===== config.mk =====
export PLATFORM = sky130hd
export DESIGN_NAME = serial_adder_ctrl
export DESIGN_NICKNAME = d
export VERILOG_FILES = /design/src/rtl/adder_pkg.sv /design/src/rtl/full_adder.sv /design/src/rtl/serial_adder_ctrl.sv
export SDC_FILE = /design/constraint.sdc
export NUM_CORES = 1
export LEC_CHECK = 0
export CORE_MARGIN = 1.5
export CORE_UTILIZATION = 53
export DETAILED_ROUTE_END_ITERATION = 10
export PLACE_DENSITY = 0.83
export SYNTH_ARGS = -nofsm -noshare
export SYNTH_HDL_FRONTEND = slang
export SYNTH_HIERARCHICAL = 1
export SYNTH_SLANG_ARGS = --single-unit

===== constraint.sdc =====
create_clock -name clk -period 3.6 [get_ports clk]
set_clock_uncertainty 0.15 [all_clocks]
set_input_delay 0.72 -clock clk [delete_from_list [all_inputs] [get_ports clk]]
set_output_delay 0.72 -clock clk [all_outputs]
set_load 0.03 [all_outputs]

===== src/rtl/adder_pkg.sv =====
// Shared types and constants for the adder family.
package adder_pkg;

   // Controller state encoding
   typedef enum logic [1:0] {
      IDLE = 2'd0,
      RUN  = 2'd1,
      DONE = 2'd2
   } state_t;

   localparam int DEFAULT_WIDTH = 8;

   // Width of a counter that must reach w-1; never narrower than one bit
   function automatic int cnt_width(input int w);
      return (w > 1) ? $clog2(w) : 1;
   endfunction

endpackage


===== src/rtl/full_adder.sv =====
// Single-bit full adder cell. The sum and carry are purely combinational;
// clk/reset_n are only used to flag undefined inputs while out of reset.
module full_adder (
   input  logic clk,
   input  logic reset_n,
   input  logic i_a,
   input  logic i_b,
   input  logic i_carry_in,
   output logic o_sum,
   output logic o_carry_out
);

   // Sum is the three-input parity, carry is the majority
   always_comb begin
      o_sum       = i_a ^ i_b ^ i_carry_in;
      o_carry_out = (i_a & i_b) | (i_a & i_carry_in) | (i_b & i_carry_in);
   end

   // Inputs come from reset registers, so they must always be defined
   a_inputs_known: assert property (@(posedge clk) disable iff (!reset_n)
                                    !$isunknown({i_a, i_b, i_carry_in}));

endmodule


===== src/rtl/serial_adder_ctrl.sv =====
// Bit-serial adder: one full_adder is reused for WIDTH cycles, LSB first,
// with the carry held in a register between bit positions.
module serial_adder_ctrl
   import adder_pkg::*;
#(
   parameter int WIDTH = DEFAULT_WIDTH
) (
   input  logic             clk,
   input  logic             reset_n,
   input  logic             i_valid,
   output logic             o_ready,
   input  logic [WIDTH-1:0] i_a,
   input  logic [WIDTH-1:0] i_b,
   input  logic             i_carry_in,
   output logic             o_valid,
   input  logic             i_ready,
   output logic [WIDTH-1:0] o_sum,
   output logic             o_carry_out,
   output logic             o_overflow,
   output logic             o_busy
);

   localparam int CNT_W = cnt_width(WIDTH);
   localparam logic [CNT_W-1:0] LAST_BIT = CNT_W'(WIDTH - 1);

   state_t           state_reg;
   logic [WIDTH-1:0] a_sh_reg;
   logic [WIDTH-1:0] b_sh_reg;
   logic             carry_reg;
   logic [CNT_W-1:0] cnt_reg;

   logic             fa_sum;
   logic             fa_cout;

   // The only datapath element: sees the current LSBs and the running carry
   full_adder u_fa (
      .clk         (clk),
      .reset_n     (reset_n),
      .i_a         (a_sh_reg[0]),
      .i_b         (b_sh_reg[0]),
      .i_carry_in  (carry_reg),
      .o_sum       (fa_sum),
      .o_carry_out (fa_cout)
   );

   // Sequencer: handshake, operand/sum shifting, carry and result capture.
   // o_sum doubles as the sum shift register; it fills from the MSB end so
   // that after WIDTH shifts bit 0 of the result sits in o_sum[0].
   always_ff @(posedge clk or negedge reset_n) begin
      if (!reset_n) begin
         state_reg   <= IDLE;
         o_ready     <= 1'b1;
         o_valid     <= 1'b0;
         o_busy      <= 1'b0;
         o_sum       <= '0;
         o_carry_out <= 1'b0;
         o_overflow  <= 1'b0;
         a_sh_reg    <= '0;
         b_sh_reg    <= '0;
         carry_reg   <= 1'b0;
         cnt_reg     <= '0;
      end else begin
         case (state_reg)
            IDLE: begin
               if (i_valid) begin
                  a_sh_reg  <= i_a;
                  b_sh_reg  <= i_b;
                  carry_reg <= i_carry_in;
                  cnt_reg   <= '0;
                  o_ready   <= 1'b0;
                  o_busy    <= 1'b1;
                  state_reg <= RUN;
               end
            end

            RUN: begin
               a_sh_reg  <= a_sh_reg >> 1;
               b_sh_reg  <= b_sh_reg >> 1;
               o_sum     <= {fa_sum, o_sum[WIDTH-1:1]};
               carry_reg <= fa_cout;
               if (cnt_reg == LAST_BIT) begin
                  // carry_reg still holds the carry into the MSB here
                  o_overflow  <= carry_reg ^ fa_cout;
                  o_carry_out <= fa_cout;
                  o_valid     <= 1'b1;
                  state_reg   <= DONE;
               end else begin
                  cnt_reg <= cnt_reg + 1'b1;
               end
            end

            DONE: begin
               if (i_ready) begin
                  o_valid   <= 1'b0;
                  o_ready   <= 1'b1;
                  o_busy    <= 1'b0;
                  state_reg <= IDLE;
               end
            end

            default: begin
               o_valid   <= 1'b0;
               o_ready   <= 1'b1;
               o_busy    <= 1'b0;
               state_reg <= IDLE;
            end
         endcase
      end
   end

endmodule

Word level (Yosys, flattened, before mapping)
Index checks and enable logic that the tools add are counted.

Memories kept: 0. Bits of input ports: 21. Register bits: 35. Logic and storage cells: 58. Latch bits: 0. Bits in writable memories: 0. Bits in read-only memories: 0.

$mul: 0. Equal/unequal tests: 7. Div/mod/pow operators: 0. Add/sub/neg operators: 1. Bitwise gates (word level): 10. Reductions and logical operators: 8. Order comparisons: 0. Shift operators: 0. Mux-type cells: 21.

Operators by type and width (number): 8-bit case mux with 2 select lines (2); 8-bit 2-to-1 mux (2); 3-bit AND reduction (4); 1-bit case mux with 3 select lines (3); 2-bit != test, second input constant (4); 1-bit 2-to-1 mux (6); 2-bit 2-to-1 mux (3); 3-bit 2-to-1 mux (2); 2-bit case mux with 3 select lines (1); 3-bit case mux with 2 select lines (1); 2-bit AND reduction (2); 3-bit by 1-bit adder with 3-bit output, second input constant (1); 1-bit AND (3); 3-bit equality test, second input constant (1); 1-bit bitwise XOR (3); 2-bit by 1-bit equality test with 1-bit output, second input constant (1); 2-bit equality test, second input constant (1); 2-bit zero test (1); 1-bit NOT (2); 1-bit bitwise OR (2); 1-bit case mux with 2 select lines (1); 2-bit nonzero test (1).

Depth between registers and ports, before layout
Gate-level depths: netlist (run 1).

Depth in word-level cells: 4. Gate-level depth with buffers: 6. Mapped depth without buffers: 5.

Cells and area by module
Netlist (run 1), hierarchy kept.

By module, submodules not included: serial_adder_ctrl (area an instance 1549.0 um^2, cells an instance 157, times used 1); full_adder (area an instance 20.0 um^2, cells an instance 1, times used 1).

Worst setup path after synthesis (run 1)
Ideal clock, no wire load.

Path kind: input port to flip-flop. Start point: in i_valid. End point: reg a_sh_reg[0]. Data arrival time: 1.378 ns. Stages: 6. Slack: 1.946 ns. Buffers on the path: 3. Library setup time: 0.126 ns. Cell sequence: buf_2 nand2b_1 buf_4 buf_6 o22ai_1 a21oi_1.

Cells in the longest elaborated chain, start to end: 2.

Ends and longest elaborated chain: start: declaration (RTL line serial_adder_ctrl.sv:10) `input logic i_valid,`; 2-bit != test (no source line); 2-bit AND reduction (no source line); end signal: assignment (RTL line serial_adder_ctrl.sv:66) `a_sh_reg <= i_a;`; end signal: assignment (RTL line serial_adder_ctrl.sv:77) `a_sh_reg <= a_sh_reg >> 1;`; end: declaration (RTL line serial_adder_ctrl.sv:27) `logic [WIDTH-1:0] a_sh_reg;`.

Every way passes these cells. A chain may end at the register's enable or synchronous reset.

Final worst setup path (run 1)
Start point: reg o_ready. End point: out o_ready.

RTL lines: start: declaration (RTL line serial_adder_ctrl.sv:11) `output logic o_ready,`; start signal: assignment (RTL line serial_adder_ctrl.sv:52) `o_ready <= 1'b1;`; start signal: assignment (RTL line serial_adder_ctrl.sv:70) `o_ready <= 1'b0;`; start signal: assignment (RTL line serial_adder_ctrl.sv:95) `o_ready <= 1'b1;`.

No word-level cell between the ends.

==> results.ini, run 1 <==
[final_layout]
num_antenna_cells=0
area_delta_synth_final_pct=23.8
layout-drive-gt1-share_pct=7.37
final_common_cell=dfrtp_1
fin_nets=213
final_area_sq_um=1940
final_cell_mix=dfrtp_1 (34), clkdlybuf4s50_1 (33), o22ai_1 (30), nand2_1 (28), a21oi_1 (18)
n_fill_cell=234

[grt]
grt_max_degree=36
grt_pass1_wl_microns=5790
overflow=0
first_global_vias=1319
grtUsageTotal_pct=22.6
antenna_found_initial=0

[sta]
worst_slew_pin_slew_ns=0.838
setup_tns_ns=0
fin_crit_ns=2.42
final-hold-violation-count=0
fin_crit_sh_pct=67.2
setup_violations=0
max_slew_margin_pct=44.1
slew_violations=0
rsz0062_at_grt=no
max_freq_mhz=413

[yosys]
ys_ff_latch=35
syn_avg_cell_area_sq_um=9.93
ys.warnings.count=6
ys_top_cells_by_area=dfrtp_1 (54%), o22ai_1 (12%), nand2_1 (6.7%)
syn-num-nets=182
seq_area_frac_synth_pct=55.9
synth_top_area_cell=dfrtp_1
syn_inst=158
netlist_area_sq_um=1570
yosysTopAreaCellShare_pct=54.2
synth_cell_type_count=28

[power]
peakVddDrop_mv=0.765
power_density_nw_per_um2=892
power_leakage_nw=0.828

[place]
place.port_buffers=33
placed_area_sq_um=1880
gp_congestion=0.759
dp_hpwl_microns=2260

[floorplanning]
core_area_sq_um=2780
dieArea_sq_um=3300
dieHeight_microns=57.4
rows=19
io_pins=34
start_util_pct=56.4
die_width_microns=57.4

[clock_tree]
clock_path_buffers=2
hold_buffers=0
numCtsBuffers=5
post_cts_buffers=0
cts-htree-levels=2
numClockSinks=35
post_cts_resized=0
clk_latency_ns=0.33
clk_pin_slew_worst_paths_ns=0.10
cts_tree=done
ctsRootBufferMaster=clkbuf_4

[route]
drtPass1Iterations=4
post-route-drc-count=0
wire_per_inst_microns=15.1
antenna_left=0
viasPerCell=6.02
drt_iter0_markers=46
wl_microns=3330
vias=1331

[setup_path]
crit_family=buffers and inverters
critPathLaunchType=flop
end_kind=primary output
path_cells=clkdlybuf4s50_1
crit_fanout=3
r2r_slack_ns=1.64
critPathRequiredTime_ns=2.73
arrival_ns=1.55
path_class=reg -> out
slowest_delay_ns=0.67
crit_slowest_cell=clkdlybuf4s50_1
critPathBufInv=1

[hold_path]
hold_path_class=reg -> reg

[run]
drv_cap=0

[status]
status=completed

## power by group
| group | internal [W] | switching [W] | total, W |
|---|---|---|---|
| registers | 0.000579 | 0.000158 | 0.000736 |
| clock network | 0.0000946 | 0.000123 | 0.000218 |
| logic | 0.000335 | 0.000443 | 0.000779 |
## cell type report
class	instances	area (sq um)	area share [%]
multi-input cells	109	611	31.4
well taps	31	38.8	2.00
inverters	3	11.3	0.580
repair buffers	35	345	17.8
clock buffers	7	55.1	2.83
flip-flops and latches	35	877	45.1
clock inverters	1	5.00	0.258
## cell usage after synthesis
cell	count
fa_1	1
and2_1	1
nand3_1	1
inv_1	1
clkbuf_1	1
buf_2	5
nand2b_1	2
xor2_1	1
o31ai_1	1
o21ai_1	1
nand2_1	28
inv_2	1
o2bb2ai_1	1
dfstp_2	1
clkinv_1	1
nor2b_1	2
nor2_1	4
buf_4	4
mux2_2	2
nand2_2	1
ha_1	2
nor3_1	2
o21ai_0	9
o22ai_1	30
a21oi_1	18
buf_6	1
a32oi_1	2
dfrtp_1	34
## routing by layer
metal,track usage (%),wire length [microns]
met4,10.6,74
met5,0,0
met2,35.2,1590
met3,5.22,163
met1,30.0,1500
## worst reg2reg max path: stages (launching register included)
cell and delay [ns]:
dfrtp_1 0.63, nand2b_1 0.73, o22ai_1 0.22, a21oi_1 0.16
## path summary, 6_finish.rpt
kind	startpoint	end	cells after the start
max	o_ready	o_ready	1
min	o_sum[0]	o_sum[0]	2
max reg2reg	state_reg[1]	carry_reg	3
min reg2reg	o_sum[0]	o_sum[0]	2
max in group asynchronous	reset_n	o_ready	2
min in group asynchronous	reset_n	o_sum[5]	2
## metrics by stage
step / worst slack [ns] / utilization (%) / power (W) / std cells / hold WS (ns)
after floorplan: 1.95 / - / 0.00127 / 158 / 0.274
after global placement: 1.28 / 67.7 / 0.00147 / 213 / 0.309
after detailed placement: 1.22 / 67.7 / 0.00152 / 213 / 0.320
after CTS: 1.16 / 69.9 / 0.00174 / 221 / 0.344
after global routing: 1.13 / 69.9 / 0.00186 / 221 / 0.377
final: 1.18 / 69.9 / 0.00173 / 221 / 0.335
## cells by family after synthesis
| group | count (synthesis) | synth area share (%) |
|---|---|---|
| simple gates | 41 | 11.0 |
| flops | 35 | 55.9 |
| fa+ha+maj | 3 | 2.87 |
| buf+inv | 14 | 5.18 |
| compound gates | 62 | 23.0 |
| xor+xnor | 1 | 0.558 |
| mux | 2 | 1.44 |
Power figures use the tool's default switching activity.
==> inputs of run 2 (changes only) <==
CORE_UTILIZATION = 49   (was 53)
PLACE_DENSITY = 0.78   (was 0.83)
clock period = 2.49 ns   (was 3.6 ns; I/O delays follow)
==> results.ini, run 2 (same netlist as run 1, synthesis figures left out) <==
[setup_path]
critPathRequiredTime_ns=1.84  ; -0.89 ns
crit_slowest_cell=clkdlybuf4s50_1
end_kind=primary output
critPathLaunchType=flop
r2r_slack_ns=0.70  ; -0.94 ns
path_class=reg -> out
critPathBufInv=1  ; unchanged
crit_fanout=3  ; unchanged
crit_family=buffers and inverters
path_cells=clkdlybuf4s50_1
slowest_delay_ns=0.67  ; about the same
arrival_ns=1.56  ; about the same

[final_layout]
fin_nets=215  ; +0.94%
area_delta_synth_final_pct=28.5
n_fill_cell=266  ; +14%
final_common_cell=dfrtp_1
seqCellArea_sq_um=877  ; unchanged
fin_util_pct=66.0  ; -3.8 points
num_antenna_cells=0  ; unchanged
multi_input_area_sq_um=611  ; unchanged
final_cell_mix=dfrtp_1 (34), clkdlybuf4s50_1 (33), o22ai_1 (30), nand2_1 (28), a21oi_1 (18)
layout-drive-gt1-share_pct=8.33  ; +0.96 points

[sta]
slew_violations=0  ; unchanged
fin_crit_ns=2.21
worst_slew_pin_slew_ns=0.644  ; -0.195 ns
setup_tns_ns=0  ; unchanged
layout_setup_ws_ns=0.280  ; -0.901 ns
hold_slack_ns=0.334  ; -0.00159 ns
rsz0062_at_grt=no
fin_crit_sh_pct=88.8
max_slew_margin_pct=57.1  ; +13 points
setup_violations=0  ; unchanged
final-hold-violation-count=0  ; unchanged
max_freq_mhz=452

[route]
drtPass1Iterations=5  ; +1
wire_per_inst_microns=14.8  ; -1.9%
vias=1352  ; +1.6%
wl_met2_microns=1690  ; +6.6%
routed-wl-met3_microns=172  ; +5.5%
wl_microns=3490  ; +4.8%
antenna_left=0  ; unchanged
dr.max_layer_used=met4
wl_met1_microns=1560  ; +3.7%
post-route-drc-count=0  ; unchanged
viasPerCell=5.73  ; -4.9%
drt_iter0_markers=102  ; +120%

[clock_tree]
numClockSinks=35  ; unchanged
clock_path_buffers=2  ; unchanged
ctsRootBufferMaster=clkbuf_4
post_cts_buffers=0  ; unchanged
clk_pin_slew_worst_paths_ns=0.11  ; about the same
hold_buffers=0  ; unchanged
cts_tree=done
clk_latency_ns=0.34  ; about the same
cts-htree-levels=2  ; unchanged
numCtsBuffers=5  ; unchanged
post_cts_resized=0  ; unchanged

[place]
preCtsSetupSlack_ns=0.501  ; -0.716 ns
dp_hpwl_microns=2350  ; +4.2%
place.port_buffers=33  ; unchanged
gp_congestion=0.753  ; -0.79%

[run]
drv_cap=0  ; unchanged

[grt]
overflow=0  ; unchanged
grt_max_degree=36  ; unchanged
grt_pass1_wl_microns=5610  ; -3.1%
grtUsageTotal_pct=21.3  ; -1.3 points
antenna_found_initial=0  ; unchanged
first_global_vias=1282  ; -2.8%

[floorplanning]
core_area_sq_um=3050  ; +9.8%
rows=20  ; +1
dieArea_sq_um=3550  ; +7.7%
io_pins=34  ; unchanged
die_width_microns=59.6  ; +3.8%
dieHeight_microns=59.6  ; +3.8%
start_util_pct=51.4  ; -5.0 points

[hold_path]
hold_path_class=reg -> reg

[power]
power_density_nw_per_um2=1350  ; +52%
power_leakage_nw=0.855  ; +3.2%
peakVddDrop_mv=0.731  ; -4.4%

[status]
status=completed

-- run 2: changes by cell type in the layout (fill, tap and decap cells not counted), sizes merged --
| cell | change |
|---|---|
| buf | +2 |
| bufinv | +2 |
| clkbuf | -1 |
| clkinv | -1 |
-- run 2: through the flow --
stage | std cells | cell area (sq um) | total power (W)
4_1_cts | 236 | 2020 | 0.00273
6_report | 236 | 2020 | 0.00273
5_1_grt | 236 | 2020 | 0.00292
3_3_place_gp | 228 | 1910 | 0.00216
2_1_floorplan | 158 | 1570 | 0.00184
3_5_place_dp | 228 | 1910 | 0.00223
-- run 2: power breakdown --
part / switching, W / internal [W]
clock: 0.000185 / 0.000313
combinational: 0.000665 / 0.000505
sequential: 0.000225 / 0.000837
total: 0.00108 / 0.00166
-- run 2: per-layer routing --
layer | vias to the layer above | GRT usage (%)
li1 | 640 | -
met1 | 657 | 27.1
met2 | 46 | 34.2
met3 | 9 | 5.02
met4 | 0 | 9.84
met5 | - | 0
-- run 2: worst paths after layout --
check	endpoint	startpoint	cells past startpoint
min	o_sum[0]	o_sum[0]	2
min in group asynchronous	o_sum[5]	reset_n	2
max reg2reg	b_sh_reg[4]	state_reg[1]	3
max	o_ready	o_ready	1
min reg2reg	o_sum[0]	o_sum[0]	2
max in group asynchronous	o_ready	reset_n	2
-- run 2: cell type report --
cell class | count | share of cell area [%]
clock buffer | 6 | 2.05
clock inverter | 2 | 2.98
inverter | 3 | 0.559
multi-input combinational | 109 | 30.3
sequential | 35 | 43.5
tap | 44 | 2.73
timing repair buffer | 37 | 17.9
-- run 2: tightest hold or removal path, delay by kind of cell, from the launching register on --
kind	cells	cell delay (ns)
AND/OR/NAND/NOR	2	0.11
flip-flops	1	0.35
